`src/rtl/div_pkg.sv`:
```
// rtl/div_pkg.sv - shared types and constants for the sequential divider
package div_pkg;

  typedef enum logic [1:0] {
    IDLE   = 2'd0,
    CALC   = 2'd1,
    FINISH = 2'd2
  } div_state_e;

  // All-ones quotient reported for a zero divisor; callers slice to their width.
  localparam logic [63:0] DIV0_QUOTIENT = '1;

  // Width of the per-bit iteration counter, which must hold values up to n-1.
  function automatic int count_width(input int n);
    return (n <= 2) ? 1 : $clog2(n);
  endfunction

endpackage

```
`src/rtl/Substractor_nBits.sv`:
```
// rtl/Substractor_nBits.sv - n-bit ripple-borrow subtractor R = A - B - Bin
module Substractor_nBits #(
  parameter int n = 4
) (
  input  logic [n-1:0] A,
  input  logic [n-1:0] B,
  input  logic         Bin,
  output logic [n-1:0] R,
  output logic         Bout
);

  logic [n:0] borrow;

  // Ripple the borrow from the LSB upward, one full-subtractor cell per bit.
  always_comb begin
    borrow    = '0;
    R         = '0;
    borrow[0] = Bin;
    for (int i = 0; i < n; i++) begin
      R[i]        = A[i] ^ B[i] ^ borrow[i];
      borrow[i+1] = (~A[i] & B[i]) | (~(A[i] ^ B[i]) & borrow[i]);
    end
    Bout = borrow[n];
  end

endmodule

```
`src/rtl/seq_divider_nbits.sv`:
```
// rtl/seq_divider_nbits.sv - multi-cycle unsigned restoring divider
module seq_divider_nbits
  import div_pkg::*;
#(
  parameter int bits = 32
) (
  input  logic            clk,
  input  logic            rst_n,
  input  logic            start,
  input  logic [bits-1:0] dividend,
  input  logic [bits-1:0] divisor,
  output logic            busy,
  output logic            done,
  output logic [bits-1:0] quotient,
  output logic [bits-1:0] remainder,
  output logic            div_by_zero
);

  localparam int CW = count_width(bits);

  div_state_e      state_q, state_d;
  logic [bits-1:0] q_q, q_d;
  logic [bits-1:0] d_q, d_d;
  logic [bits:0]   p_q, p_d;
  logic [CW-1:0]   count_q, count_d;
  logic            busy_q, busy_d;
  logic            done_q, done_d;
  logic [bits-1:0] quotient_q, quotient_d;
  logic [bits-1:0] remainder_q, remainder_d;
  logic            div_by_zero_q, div_by_zero_d;

  logic [bits:0]   s_w;
  logic [bits:0]   t_w;
  logic            no_fit_w;
  logic [bits:0]   p_step;
  logic [bits-1:0] q_step;

  // The partial remainder stays below the divisor, so its top bit is always zero.
  logic unused_p_msb;
  assign unused_p_msb = p_q[bits];

  assign s_w = {p_q[bits-1:0], q_q[bits-1]};

  Substractor_nBits #(.n(bits + 1)) u_trial_sub (
    .A    (s_w),
    .B    ({1'b0, d_q}),
    .Bin  (1'b0),
    .R    (t_w),
    .Bout (no_fit_w)
  );

  // Restoring step: keep the difference and shift in 1 only when the divisor fits.
  always_comb begin
    p_step = no_fit_w ? s_w : t_w;
    q_step = {q_q[bits-2:0], ~no_fit_w};
  end

  // Next-state and datapath control; results are loaded together with done.
  always_comb begin
    state_d       = state_q;
    q_d           = q_q;
    d_d           = d_q;
    p_d           = p_q;
    count_d       = count_q;
    busy_d        = busy_q;
    done_d        = 1'b0;
    quotient_d    = quotient_q;
    remainder_d   = remainder_q;
    div_by_zero_d = div_by_zero_q;
    case (state_q)
      IDLE: begin
        if (start) begin
          q_d           = dividend;
          d_d           = divisor;
          p_d           = '0;
          count_d       = CW'(bits - 1);
          busy_d        = 1'b1;
          div_by_zero_d = 1'b0;
          if (divisor == '0) begin
            state_d       = FINISH;
            done_d        = 1'b1;
            quotient_d    = DIV0_QUOTIENT[bits-1:0];
            remainder_d   = dividend;
            div_by_zero_d = 1'b1;
          end else begin
            state_d = CALC;
          end
        end
      end
      CALC: begin
        p_d = p_step;
        q_d = q_step;
        if (count_q == '0) begin
          state_d     = FINISH;
          done_d      = 1'b1;
          quotient_d  = q_step;
          remainder_d = p_step[bits-1:0];
        end else begin
          count_d = count_q - CW'(1);
        end
      end
      FINISH: begin
        state_d = IDLE;
        busy_d  = 1'b0;
      end
      default: begin
        state_d = IDLE;
        busy_d  = 1'b0;
      end
    endcase
  end

  // State and datapath registers; reset aborts any operation in flight.
  always_ff @(posedge clk or negedge rst_n) begin
    if (!rst_n) begin
      state_q       <= IDLE;
      q_q           <= '0;
      d_q           <= '0;
      p_q           <= '0;
      count_q       <= '0;
      busy_q        <= 1'b0;
      done_q        <= 1'b0;
      quotient_q    <= '0;
      remainder_q   <= '0;
      div_by_zero_q <= 1'b0;
    end else begin
      state_q       <= state_d;
      q_q           <= q_d;
      d_q           <= d_d;
      p_q           <= p_d;
      count_q       <= count_d;
      busy_q        <= busy_d;
      done_q        <= done_d;
      quotient_q    <= quotient_d;
      remainder_q   <= remainder_d;
      div_by_zero_q <= div_by_zero_d;
    end
  end

  assign busy        = busy_q;
  assign done        = done_q;
  assign quotient    = quotient_q;
  assign remainder   = remainder_q;
  assign div_by_zero = div_by_zero_q;

endmodule

```
`config.mk`:
```
export PLATFORM = sky130hd
export DESIGN_NAME = seq_divider_nbits
export DESIGN_NICKNAME = d
export VERILOG_FILES = /design/src/rtl/div_pkg.sv /design/src/rtl/Substractor_nBits.sv /design/src/rtl/seq_divider_nbits.sv
export SDC_FILE = /design/constraint.sdc
export NUM_CORES = 1
export LEC_CHECK = 0
export ABC_AREA = 1
export CAP_MARGIN = 30
export CORE_ASPECT_RATIO = 1.4
export CORE_MARGIN = 5
export CORE_UTILIZATION = 35
export DETAILED_ROUTE_END_ITERATION = 7
export SYNTH_ARGS = -nofsm -noshare
export SYNTH_HDL_FRONTEND = slang
export SYNTH_SLANG_ARGS = --single-unit
```
`constraint.sdc`:
```
create_clock -name clk -period 16.03 [get_ports clk]
set_clock_uncertainty 0.15 [all_clocks]
set_input_delay 3.206 -clock clk [delete_from_list [all_inputs] [get_ports clk]]
set_output_delay 3.206 -clock clk [all_outputs]
set_load 0.02 [all_outputs]
```
[Yosys cells after proc, flatten, opt, wreduce, memory -nomap -nowiden]
Index checks and enable logic that the tools add are counted.
Word-level totals
  memories: 0
  register bits after elaboration: 170
  output and inout bits: 67
  memory bits (read-only): 0
  word-level logic and storage cells: 276
  input port bits: 67
  RAM bits: 0
  bits in latches: 0
Operators by class
  multipliers: 0
  reduce and logical (&&, ||, !) cells: 10
  mux-type cells: 26
  order comparisons: 0
  equal/unequal tests: 5
  divide/modulo/power cells: 0
  shifts and indexed selects: 0
  add/subtract/negate cells: 1
  bitwise logic cells: 224
Operators with widths (number)
  two-way mux 32 bit: 9
  one-hot mux 32 bit (2 select lines): 4
  NOT 1 bit: 66
  AND 1 bit: 64
  bitwise XOR 1 bit: 63
  zero test 32 bit: 1
  OR 1 bit: 31
  two-way mux 5 bit: 2
  one-hot mux 5 bit (2 select lines): 1
  != test 2 bit, second input constant: 4
  AND reduction 2 bit: 4
  two-way mux 2 bit: 3
  zero test 5 bit: 1
  subtractor 5 x 1 -> 5 bit, second input constant: 1
  two-way mux 1 bit: 4
  one-hot mux 1 bit (2 select lines): 2
  one-hot mux 2 bit (2 select lines): 1
  AND reduction 4 bit: 1
  AND reduction 3 bit: 1
  == test 2 x 1 -> 1 bit, second input constant: 1
  zero test 2 bit: 1
  nonzero test 2 bit: 1

[Logic depth before layout (Yosys ltp)]
Gate-level depths: netlist of the first run.
  depth in word-level cells: 68
  mapped depth: 43
  gate-level depth less buffers: 42

[By module]
From an unflattened synthesis of the first run, not the netlist that was laid out.
Second synthesis, totals
  cells, all modules: 1078
  area, all modules: 8703.3 um^2
Modules (own cells, without submodules)
  seq_divider_nbits: area each 7787.5 um^2, cells an instance 977, times used 1
  Substractor_nBits: area each 915.9 um^2, cells an instance 101, times used 1

[Least setup slack after synthesis of the first run]
No wires, ideal clock.
  kind: reg2reg
  start point: reg q_q[31]
  end point: reg remainder_q[31] (netlist: remainder[31])
  stages on the path, launching flop included: 43
  setup slack: 3075 ps
  arrival: 12739 ps
  data required time: 15815 ps
  cells stage by stage: dfrtp_1 > inv_1 > ha_1 > inv_1 > fa_1 > fa_1 > fa_1 > fa_1 > fa_1 > fa_1 > fa_1 > fa_1 > fa_1 > fa_1 > fa_1 > fa_1 > fa_1 > fa_1 > [... 7 more ...] > fa_1 > fa_1 > fa_1 > fa_1 > fa_1 > fa_1 > fa_1 > fa_1 > inv_1 > fa_1 > fa_1 > nand2_1 > nor2_1 > buf_2 > nand2_1 > o211ai_1 > nand3_1 > nand2_1
Between the ends
  cells in the longest elaborated chain, start to end: 68
RTL lines
  start: declaration: RTL line seq_divider_nbits.sv:22  | logic [bits-1:0] q_q, q_d;
  start signal: assignment: RTL line seq_divider_nbits.sv:128  | q_q <= q_d;
  NOT 1 bit (*): RTL line Substractor_nBits.sv:21  | borrow[i+1] = (~A[i] & B[i]) | (~(A[i] ^ B[i]) & borrow[i]);
  AND 1 bit (*) (2 in a row): RTL line Substractor_nBits.sv:21
  OR 1 bit (*): RTL line Substractor_nBits.sv:21
  AND 1 bit (*): RTL line Substractor_nBits.sv:21
  OR 1 bit (*): RTL line Substractor_nBits.sv:21
  AND 1 bit (*): RTL line Substractor_nBits.sv:21
  OR 1 bit (*): RTL line Substractor_nBits.sv:21
  AND 1 bit (*): RTL line Substractor_nBits.sv:21
  [... 51 more ...]
  AND 1 bit (*): RTL line Substractor_nBits.sv:21
  OR 1 bit (*): RTL line Substractor_nBits.sv:21
  AND 1 bit: RTL line Substractor_nBits.sv:21
  OR 1 bit: RTL line Substractor_nBits.sv:21
  AND 1 bit: RTL line Substractor_nBits.sv:21
  two-way mux 32 bit (*): RTL line seq_divider_nbits.sv:54  | p_step = no_fit_w ? s_w : t_w;
  two-way mux 32 bit (*): RTL line seq_divider_nbits.sv:93  | if (count_q == '0) begin
  one-hot mux 32 bit (2 select lines) (*): RTL line seq_divider_nbits.sv:70  | case (state_q)
  end signal: assignment: RTL line seq_divider_nbits.sv:135  | remainder_q <= remainder_d;
  end: declaration: RTL line seq_divider_nbits.sv:29  | logic [bits-1:0] remainder_q, remainder_d;
Mark *: on every way between the ends. The rest lies on a longest branch, timed or not. The select of a mux whose other input is x is not followed.
A chain may end at the register's enable or synchronous reset.

[Final worst setup path of the first run]
  start point: reg q_q[31]
  end point: reg remainder_q[17] (netlist: remainder[17])
Between the ends
  cells in the longest elaborated chain, start to end: 68
RTL lines (RTL line)
  NOT 1 bit (*): Substractor_nBits.sv:21
  AND 1 bit (*) (2 in a row): Substractor_nBits.sv:21
  OR 1 bit (*): Substractor_nBits.sv:21
  AND 1 bit (*): Substractor_nBits.sv:21
  OR 1 bit (*): Substractor_nBits.sv:21
  AND 1 bit (*): Substractor_nBits.sv:21
  OR 1 bit (*): Substractor_nBits.sv:21
  AND 1 bit (*): Substractor_nBits.sv:21
  [... 51 more ...]
  AND 1 bit: Substractor_nBits.sv:21
  OR 1 bit: Substractor_nBits.sv:21
  AND 1 bit: Substractor_nBits.sv:21
  OR 1 bit: Substractor_nBits.sv:21
  AND 1 bit: Substractor_nBits.sv:21
  two-way mux 32 bit (*): seq_divider_nbits.sv:54
  two-way mux 32 bit (*): seq_divider_nbits.sv:93
  one-hot mux 32 bit (2 select lines) (*): seq_divider_nbits.sv:70
Marks and branches as above.

==> results_dict.tcl, run 1 <==
set metrics [dict create \
    synthTopCellsByCount "nand2_1, dfrtp_1, nand3_1" \
    synth.top_cell.area_share 0.5071 \
    worstSetupPathType "flop to flop" \
    period_minus_slack_ns 13.94 \
    wire_per_inst_um 16.90 \
    chipHeight_um 193.2 \
    clock_path_buffers 2 \
    drcViolationCount 0 \
    syn2layout_area_growth_pct 26.02 \
    gp_congestion 0.8373 \
    holdWs_ns 0.3388 \
    final_antenna_net_count 0 \
    slowest_stage "nor2_2" \
    combPwrFrac 0.502 \
    cp_data_required_time_ns 16.24 \
    ys_seq_elements 170 \
    timing.critical_path.from "q_q[31]$_DFFE_PN0P_" \
    fin_crit_sh 0.8696 \
    p_int_w 0.001336 \
    fin_util 0.4441 \
    hold_viol 0 \
    synth_top_flop_cell "dfrtp_1" \
    synth_top_area_cell "dfrtp_1" \
    die_area_um2 27210 \
    p_leak_nw 5.061 \
    setup_viol_count_final 0 \
    fin_total_pwr_w 0.002360 \
    synthesis.area_um2 8389 \
    grt_max_degree 81 \
    grt.total_usage 0.1826 \
    drt-initial-drc-count 464 \
    drive_above_1_share 0.04889 \
    initial_utilization 0.3524 \
    ctsHoldBuffers 0 \
    path_max_fanout 21 \
    first_pass_iters 5 \
    die_w_um 140.8 \
    rr_endpoint "remainder[17]$_DFFE_PN0P_" \
    clkSlewWorstSetupHoldPaths_ns 0.07 \
    outcome "complete, no violations" \
    htreeDepth 4 \
    avgSynthCellArea_um2 8.298 \
    cp_common_cell "fa_1" \
    tightest_slew_ns 0.8659 \
    antenna_found_initial 0 \
    rsz0062_at_grt "false" \
    cts_resized 0 \
    ir_drop_mv 0.1086 \
    vias 7052 \
    r2r-start "q_q[31]$_DFFE_PN0P_" \
    gr-total-overflow 0 \
    num_rows 67 \
    core_area_um2 23810 \
    worstPathArrival_ns 14.15 \
    synth.area.top_cells "dfrtp_1, nand2_1, nand3_1, fa_1, o21ai_0" \
    crit_end "remainder[17]$_DFFE_PN0P_" \
    tns_ns 0 \
    vias_per_cell 4.911 \
    ys_seq_area_frac 0.5071 \
    syn-num-nets 1112 \
    portBuffers 133 \
    setup.worst_path.start_class "flop" \
    worst_path_largest_cell_delay_ns 0.42 \
    fillers 2438 \
    critPathCaptureType "flop" \
    cts_buffers 17 \
    max_cap_viol_count 0 \
    final_nets 1213 \
    drt-total-wl_um 24270 \
    r2r_cells 42 \
    regArea_um2 4254 \
    seq_power_share 0.313 \
    rrSetupSlack_ns 2.09 \
    report.final.slew_viol_count 0 \
    cts_setup_buffers 0 \
    async_flop_share 1.000 \
    multiInputGateArea_um2 3486 \
    synth.distinct_cells 22 \
    p_sw_frac 0.4339 \
    io_pins 134 \
    grt_pass1_vias 7082 \
    yosys_warnings 0 \
    grt_pass1_wl_um 38740 \
    syn_inst 1011 \
    root_buffer "clkbuf_16" \
    synth_most_common_cell "nand2_1" \
    power_switching_w 0.001024 \
    cts_tree "built" \
    hold_class "flop to flop" \
    timing.fmax_ghz 0.07174 \
    max_slew_margin 0.4219 \
    dp_hpwl_um 16520 \
    p_clk_frac 0.185 \
    power_density_nw_per_um2 223.2 \
    clock_sinks 170 \
    clock_latency_ns 0.43 \
    synth_edf_count 0 \
]
[area by class of cell]
class | instances | area share
multi-input combinational | 675 | 0.3297
clock inverter | 13 | 0.01586
timing repair buffer | 143 | 0.1350
clock buffer | 19 | 0.04284
inverter | 105 | 0.03728
antenna | 1 | 0.0002367
sequential | 170 | 0.4024
tap | 310 | 0.03669
[cells in the final DEF, fill, tap and decap left out, types with 3 or more instances in the layout]
| cell | count |
|---|---|
| inv_2 | 4 |
| clkinv_4 | 4 |
| a21oi_1 | 33 |
| buf_4 | 9 |
| o21ai_0 | 98 |
| fa_1 | 31 |
| ha_1 | 3 |
| clkdlybuf4s50_1 | 132 |
| clkbuf_16 | 17 |
| nand2_1 | 280 |
| inv_1 | 101 |
| nand3_1 | 161 |
| dfrtp_1 | 170 |
| nand2_2 | 4 |
| nor2_1 | 56 |
| bufinv_16 | 3 |
[how the worst min path moves through the flow]
stage,cells after the start,endpoint,start
after global routing,2,busy$_DFFE_PN0P_,busy$_DFFE_PN0P_
after global placement,2,count_q[4]$_DFFE_PN0P_,count_q[4]$_DFFE_PN0P_
final,2,d_q[0]$_DFFE_PN0P_,d_q[0]$_DFFE_PN0P_
after floorplan,2,count_q[4]$_DFFE_PN0P_,count_q[4]$_DFFE_PN0P_
after detailed placement,2,d_q[0]$_DFFE_PN0P_,d_q[0]$_DFFE_PN0P_
after CTS,2,d_q[0]$_DFFE_PN0P_,d_q[0]$_DFFE_PN0P_
[sequential cells by signal, indices dropped and copies added, names as in the netlist]
name and cells:
busy 1, count_q 5, d_q 32, p_q 32
q_q 32, done 1, div_by_zero 1, quotient 32
state_q 2, remainder 32
[worst max-delay path, delay by kind of cell (launching register included)]
kind	cells	cell delay (ns)
and+or+nand+nor	5	0.78
AOI/OAI and AO/OA	1	0.18
DFF	1	0.38
adders and majority gates	32	11.82
buffers and inverters	4	0.56
[metal layers]
metal / up-vias / part of all wire / GRT usage
li1: 3406 / - / -
met1: 3449 / 0.41 / 0.2278
met2: 166 / 0.52 / 0.3206
met3: 31 / 0.044 / 0.02862
met5: - / 0 / 0
met4: 0 / 0.024 / 0.06786
[metrics by stage]
stage / area [um2] / instances / setup slack [ns]
4_1_cts: 10570 / 1435 / 2.118
3_5_place_dp: 9950 / 1403 / 2.168
2_1_floorplan: 8389 / 1011 / 3.075
5_1_grt: 10570 / 1435 / 1.554
3_3_place_gp: 9922 / 1402 / 2.308
6_report: 10570 / 1436 / 2.090
[power groups by stage]
stage / clock, W / sequential [W] / combinational, W
after CTS: 0.000442 / 0.000741 / 0.00120
after detailed placement: 0 / 0.000745 / 0.00119
after floorplan: 0 / 0.000791 / 0.000756
after global placement: 0 / 0.000743 / 0.00117
final: 0.000436 / 0.000738 / 0.00119
after global routing: 0.000460 / 0.000762 / 0.00137
[cell families (layout without fill, tap and decap cells)]
family,count (synthesis),count (layout),share of synthesized area
AO/OA/AOI/OAI,136,136,0.08263
adder cells (fa/ha/maj),34,34,0.07845
other,0,1,0
flip-flops,170,170,0.5071
AND/OR/NAND/NOR,505,505,0.2526
buffers and inverters,166,280,0.07919
Power figures use the tool's default switching activity.
==> inputs of run 2 (changes only) <==
CORE_ASPECT_RATIO = 1.25   (was 1.4)
==> run 2 against run 1 <==
Wire length shrank 2.0%. Sequential cell count unchanged. First-iteration DRC count fell by 9.5%. Design area shrank 0.47%. Critical path depth did not move. Hold slack got worse by 0.0036 ns. Global-route usage down 0.44 points. Worst setup slack got worse by 0.22 ns. Sequential power barely moved. Die area barely moved. Critical path type unchanged. Largest cell class unchanged.
==> results_dict.tcl, run 2 (synthesized netlist as in run 1, its figures left out) <==
set metrics [dict create \
    drt-total-wl_um 23780 \
    setup.worst_path.start_class "flop" \
    syn2layout_area_growth_pct 25.43 \
    clock_sinks 170 \
    grt_pass1_vias 7002 \
    ir_drop_mv 0.1055 \
    grt_pass1_wl_um 38140 \
    timing.fmax_ghz 0.07060 \
    worst_path_largest_cell_delay_ns 0.53 \
    critical_path.top_delay_family "adder cells" \
    slowest_stage "nor2_2" \
    num_rows 63 \
    final_nets 1213 \
    drive_above_1_share 0.04978 \
    postLayoutSetupSlackWorst_ns 1.865 \
    power_density_nw_per_um2 220.0 \
    gr-total-overflow 0 \
    core_area_um2 23650 \
    fin_crit_sh 0.8836 \
    ctsHoldBuffers 0 \
    drt-initial-drc-count 420 \
    final_common_cell "nand2_1" \
    cts_resized 0 \
    report.final.slew_viol_count 0 \
    cts_tree "built" \
    chipHeight_um 183.1 \
    fillers 2407 \
    die_w_um 148.5 \
    htreeDepth 4 \
    clock_latency_ns 0.43 \
    max_cap_viol_count 0 \
    pre_cts_ws_ns 1.894 \
    rsz0062_at_grt "false" \
    clkSlewWorstSetupHoldPaths_ns 0.07 \
    clock_path_buffers 2 \
    root_buffer "clkbuf_16" \
    dp_hpwl_um 16180 \
    die_area_um2 27190 \
    hold_viol 0 \
    gp_congestion 0.8459 \
    antenna_found_initial 0 \
    diodes 0 \
    first_pass_iters 5 \
    dpl_cell_area_um2 9958 \
    cts_setup_buffers 0 \
    hold_class "flop to flop" \
    io_pins 134 \
    wire_per_inst_um 16.78 \
    vias_per_cell 4.926 \
    tightest_slew_ns 0.9185 \
    cp.buffers_inverters 4 \
    final_area_um2 10520 \
    grt.total_usage 0.1782 \
    drcViolationCount 0 \
    path_max_fanout 17 \
    cts_buffers 17 \
    final_cell_mix "nand2_1, dfrtp_1, nand3_1, clkdlybuf4s50_1, inv_1" \
    cp_common_cell "fa_1" \
    outcome "complete, no violations" \
    max_slew_margin 0.3877 \
    critPathCaptureType "flop" \
    setup_viol_count_final 0 \
    portBuffers 133 \
    p_leak_nw 5.026 \
    worstSetupPathType "flop to flop" \
    cp_data_required_time_ns 16.24 \
    vias 6980 \
    fin_util 0.4450 \
    grt_max_degree 97 \
    worstPathArrival_ns 14.37 \
    period_minus_slack_ns 14.16 \
    tns_ns 0 \
    final_antenna_net_count 0 \
    initial_utilization 0.3548 \
]
run 2: cell count changes in the layout (fill, tap and decap cells not counted), sizes merged:
cell and delta:
inv +2, diode -1, bufinv -3, clkinvlp +2
clkinv -1
run 2: tightest hold or removal path, cell delays in order (launching register included):
cell and delay, ns:
dfrtp_1 0.35, nand2_1 0.05, nand2_1 0.06
run 2: area by class of cell:
cell class                      instances  area, um2  area share
Timing Repair Buffer                  143       1448      0.1376
Inverter                              105      394.1     0.03746
Clock buffer                           19      452.9     0.04304
Clock inverter                         13      111.4     0.01058
Tap cell                              292      365.4     0.03472
Sequential cell                       170       4254      0.4043
Multi-Input combinational cell        675       3497      0.3323
run 2: metal layers:
metal | global-route usage | wire length (um)
met5 | 0 | 0
met1 | 0.2305 | 9997
met2 | 0.3111 | 12290
met4 | 0.04695 | 299
met3 | 0.02916 | 1185
run 2: metrics by stage:
stage / cells / power [W] / hold slack (ns)
floorplan: 1011 / 0.001546 / 0.3021
global placement: 1383 / 0.001905 / 0.3165
detailed placement: 1385 / 0.001939 / 0.3201
CTS: 1417 / 0.002345 / 0.3417
global route: 1417 / 0.002550 / 0.3551
finish: 1417 / 0.002315 / 0.3351
run 2: worst paths after layout:
| kind | start | endpoint | slack, ns | depth (start not counted) |
|---|---|---|---|---|
| max reg2reg | q_q[31]$_DFFE_PN0P_ | remainder[20]$_DFFE_PN0P_ | 1.87 | 42 |
| min reg2reg | div_by_zero$_DFFE_PN0P_ | div_by_zero$_DFFE_PN0P_ | 0.34 | 2 |
| max | q_q[31]$_DFFE_PN0P_ | remainder[20]$_DFFE_PN0P_ | 1.87 | 42 |
| min in group asynchronous | rst_n | d_q[27]$_DFFE_PN0P_ | 2.44 | 1 |
| max in group asynchronous | rst_n | d_q[4]$_DFFE_PN0P_ | 12.23 | 2 |
| min | div_by_zero$_DFFE_PN0P_ | div_by_zero$_DFFE_PN0P_ | 0.34 | 2 |
run 2: power breakdown:
part | internal [W] | switching (W)
clock | 0.000210 | 0.000185
combinational | 0.000460 | 0.000726
sequential | 0.000625 | 0.000110
total | 0.00130 | 0.00102
==> inputs of run 3 (changes only) <==
DONT_BUFFER_PORTS = 1   (was not set)
==> run 3 against run 2 <==
Clock power about the same. Sequential share of layout area grew 6.0 points. Critical path type unchanged. Hold slack worse by 0.0011 ns. Global-route usage is 0.21 points lower. Wire length shrank 1.7%.
==> results_dict.tcl, run 3 (synthesized netlist as in run 1, its figures left out) <==
set metrics [dict create \
    num_rows 63 \
    clock_latency_ns 0.42 \
    wire_per_inst_um 18.23 \
    timing.critical_path.from "q_q[31]$_DFFE_PN0P_" \
    worstPathArrival_ns 14.03 \
    root_buffer "clkbuf_16" \
    io_pins 134 \
    gr-total-overflow 0 \
    antenna_found_initial 0 \
    r2r-start "q_q[31]$_DFFE_PN0P_" \
    portBuffers 0 \
    timing.fmax_ghz 0.07234 \
    fin_crit_sh 0.8624 \
    grt.total_usage 0.1761 \
    path_depth 42 \
    vias_per_cell 5.063 \
    rr_endpoint "remainder[1]$_DFFE_PN0P_" \
    critical_path.top_delay_family "adder cells" \
    setup_viol_count_final 0 \
    tns_ns 0 \
    min-delay-start "count_q[4]$_DFFE_PN0P_" \
    final_cell_mix "nand2_1, dfrtp_1, nand3_1, inv_1, o21ai_0" \
    final_nets 1079 \
    worst_path_largest_cell_delay_ns 0.41 \
    dp_hpwl_um 15660 \
    cp_common_cell "fa_1" \
    hold_class "flop to flop" \
    vias 6491 \
    first_pass_iters 6 \
    p_leak_nw 4.476 \
    max_cap_viol_count 0 \
    path_max_fanout 23 \
    seq_power_share 0.377 \
    p_int_w 0.001191 \
    dp.cells 1251 \
    gp_congestion 0.8877 \
    cts_buffers 17 \
    power_switching_w 0.0009974 \
    die_w_um 148.5 \
    worstSetupPathType "flop to flop" \
    chipHeight_um 183.1 \
    report.final.slew_viol_count 0 \
    critPathCaptureType "flop" \
    ctsHoldBuffers 0 \
    hold_viol 0 \
    final_antenna_net_count 0 \
    grt_pass1_wl_um 37400 \
    setup.worst_path.start_class "flop" \
    final_common_cell "nand2_1" \
    htreeDepth 4 \
    max_slew_margin 0.4183 \
    cts_setup_buffers 0 \
    drt-initial-drc-count 461 \
    rsz0062_at_grt "false" \
    clock_sinks 170 \
    p_clk_frac 0.182 \
    clock_path_buffers 2 \
    outcome "complete, no violations" \
    slowest_stage "fa_1" \
    cp.buffers_inverters 4 \
    p_sw_frac 0.4557 \
    grt_max_degree 171 \
    r2r_cells 42 \
    fin_cells 1282 \
    diodes 0 \
    power_density_nw_per_um2 239.1 \
    crit_end "remainder[1]$_DFFE_PN0P_" \
    ir_drop_mv 0.1022 \
    cts_tree "built" \
    core_area_um2 23650 \
    drive_above_1_share 0.05253 \
    cts_resized 0 \
    grt_pass1_vias 6598 \
    initial_utilization 0.3548 \
    die_area_um2 27190 \
    syn2layout_area_growth_pct 9.128 \
    cp_data_required_time_ns 16.23 \
    drt-total-wl_um 23370 \
    drcViolationCount 0 \
    combPwrFrac 0.442 \
    tightest_slew_ns 0.8713 \
    rrSetupSlack_ns 2.21 \
    clkSlewWorstSetupHoldPaths_ns 0.06 \
    period_minus_slack_ns 13.82 \
    fillers 2447 \
]
## run 3: cell count changes in the layout (fill, tap and decap cells not counted), moves of 2 or more
| cell | previous run | this run |
|---|---|---|
| clkdlybuf4s50_1 | 132 | 0 |
| clkinv_2 | 0 | 3 |
| clkinv_4 | 5 | 2 |
| buf_16 | 2 | 0 |
| inv_6 | 3 | 1 |
## run 3: worst min-delay path by stage
stage	to	slack, ns	cells after the start
6_report	count_q[4]$_DFFE_PN0P_	0.33	2
5_1_grt	d_q[0]$_DFFE_PN0P_	0.38	2
4_1_cts	count_q[4]$_DFFE_PN0P_	0.34	2
3_5_place_dp	count_q[4]$_DFFE_PN0P_	0.32	2
3_3_place_gp	count_q[4]$_DFFE_PN0P_	0.32	2
2_1_floorplan	count_q[4]$_DFFE_PN0P_	0.30	2
## run 3: power groups by stage
| stage | clock [W] | combinational [W] | sequential (W) |
|---|---|---|---|
| after global placement | 0 | 0.000947 | 0.000830 |
| final | 0.000398 | 0.000967 | 0.000824 |
| after CTS | 0.000409 | 0.000980 | 0.000828 |
| after global routing | 0.000424 | 0.00115 | 0.000849 |
| after detailed placement | 0 | 0.000971 | 0.000834 |
| after floorplan | 0 | 0.000756 | 0.000791 |
## run 3: tightest hold or removal path: stages (launching register included)
cell and delay [ns]:
dfrtp_1 0.34, nand2_1 0.05, nand3_1 0.05
## run 3: final cells by class
class / instances / area, um2 / area share
timing repair buffer: 9 / 80.08 / 0.008747
inverter: 105 / 394.1 / 0.04305
clock buffer: 21 / 470.5 / 0.05139
clock inverter: 10 / 93.84 / 0.01025
tap: 292 / 365.4 / 0.03991
multi-input combinational: 675 / 3497 / 0.3820
sequential: 170 / 4254 / 0.4647
## run 3: metal layers
| metal | track usage | vias up | share of wire |
|---|---|---|---|
| li1 | - | 3140 | - |
| met1 | 0.2195 | 3160 | 0.41 |
| met2 | 0.3027 | 171 | 0.50 |
| met3 | 0.05240 | 20 | 0.076 |
| met4 | 0.03993 | 0 | 0.013 |
| met5 | 0 | - | 0 |
## run 3: per-stage QoR
step / utilization / total power [W] / setup slack [ns] / instance area, um2 / hold slack, ns
detailed placement: 0.3633 / 0.001805 / 2.222 / 8591 / 0.3195
global placement: 0.3624 / 0.001777 / 2.346 / 8571 / 0.3220
finish: 0.3871 / 0.002189 / 2.206 / 9155 / 0.3341
global route: 0.3871 / 0.002424 / 1.655 / 9155 / 0.3774
CTS: 0.3871 / 0.002217 / 2.171 / 9155 / 0.3354
floorplan: - / 0.001546 / 3.075 / 8389 / 0.3021
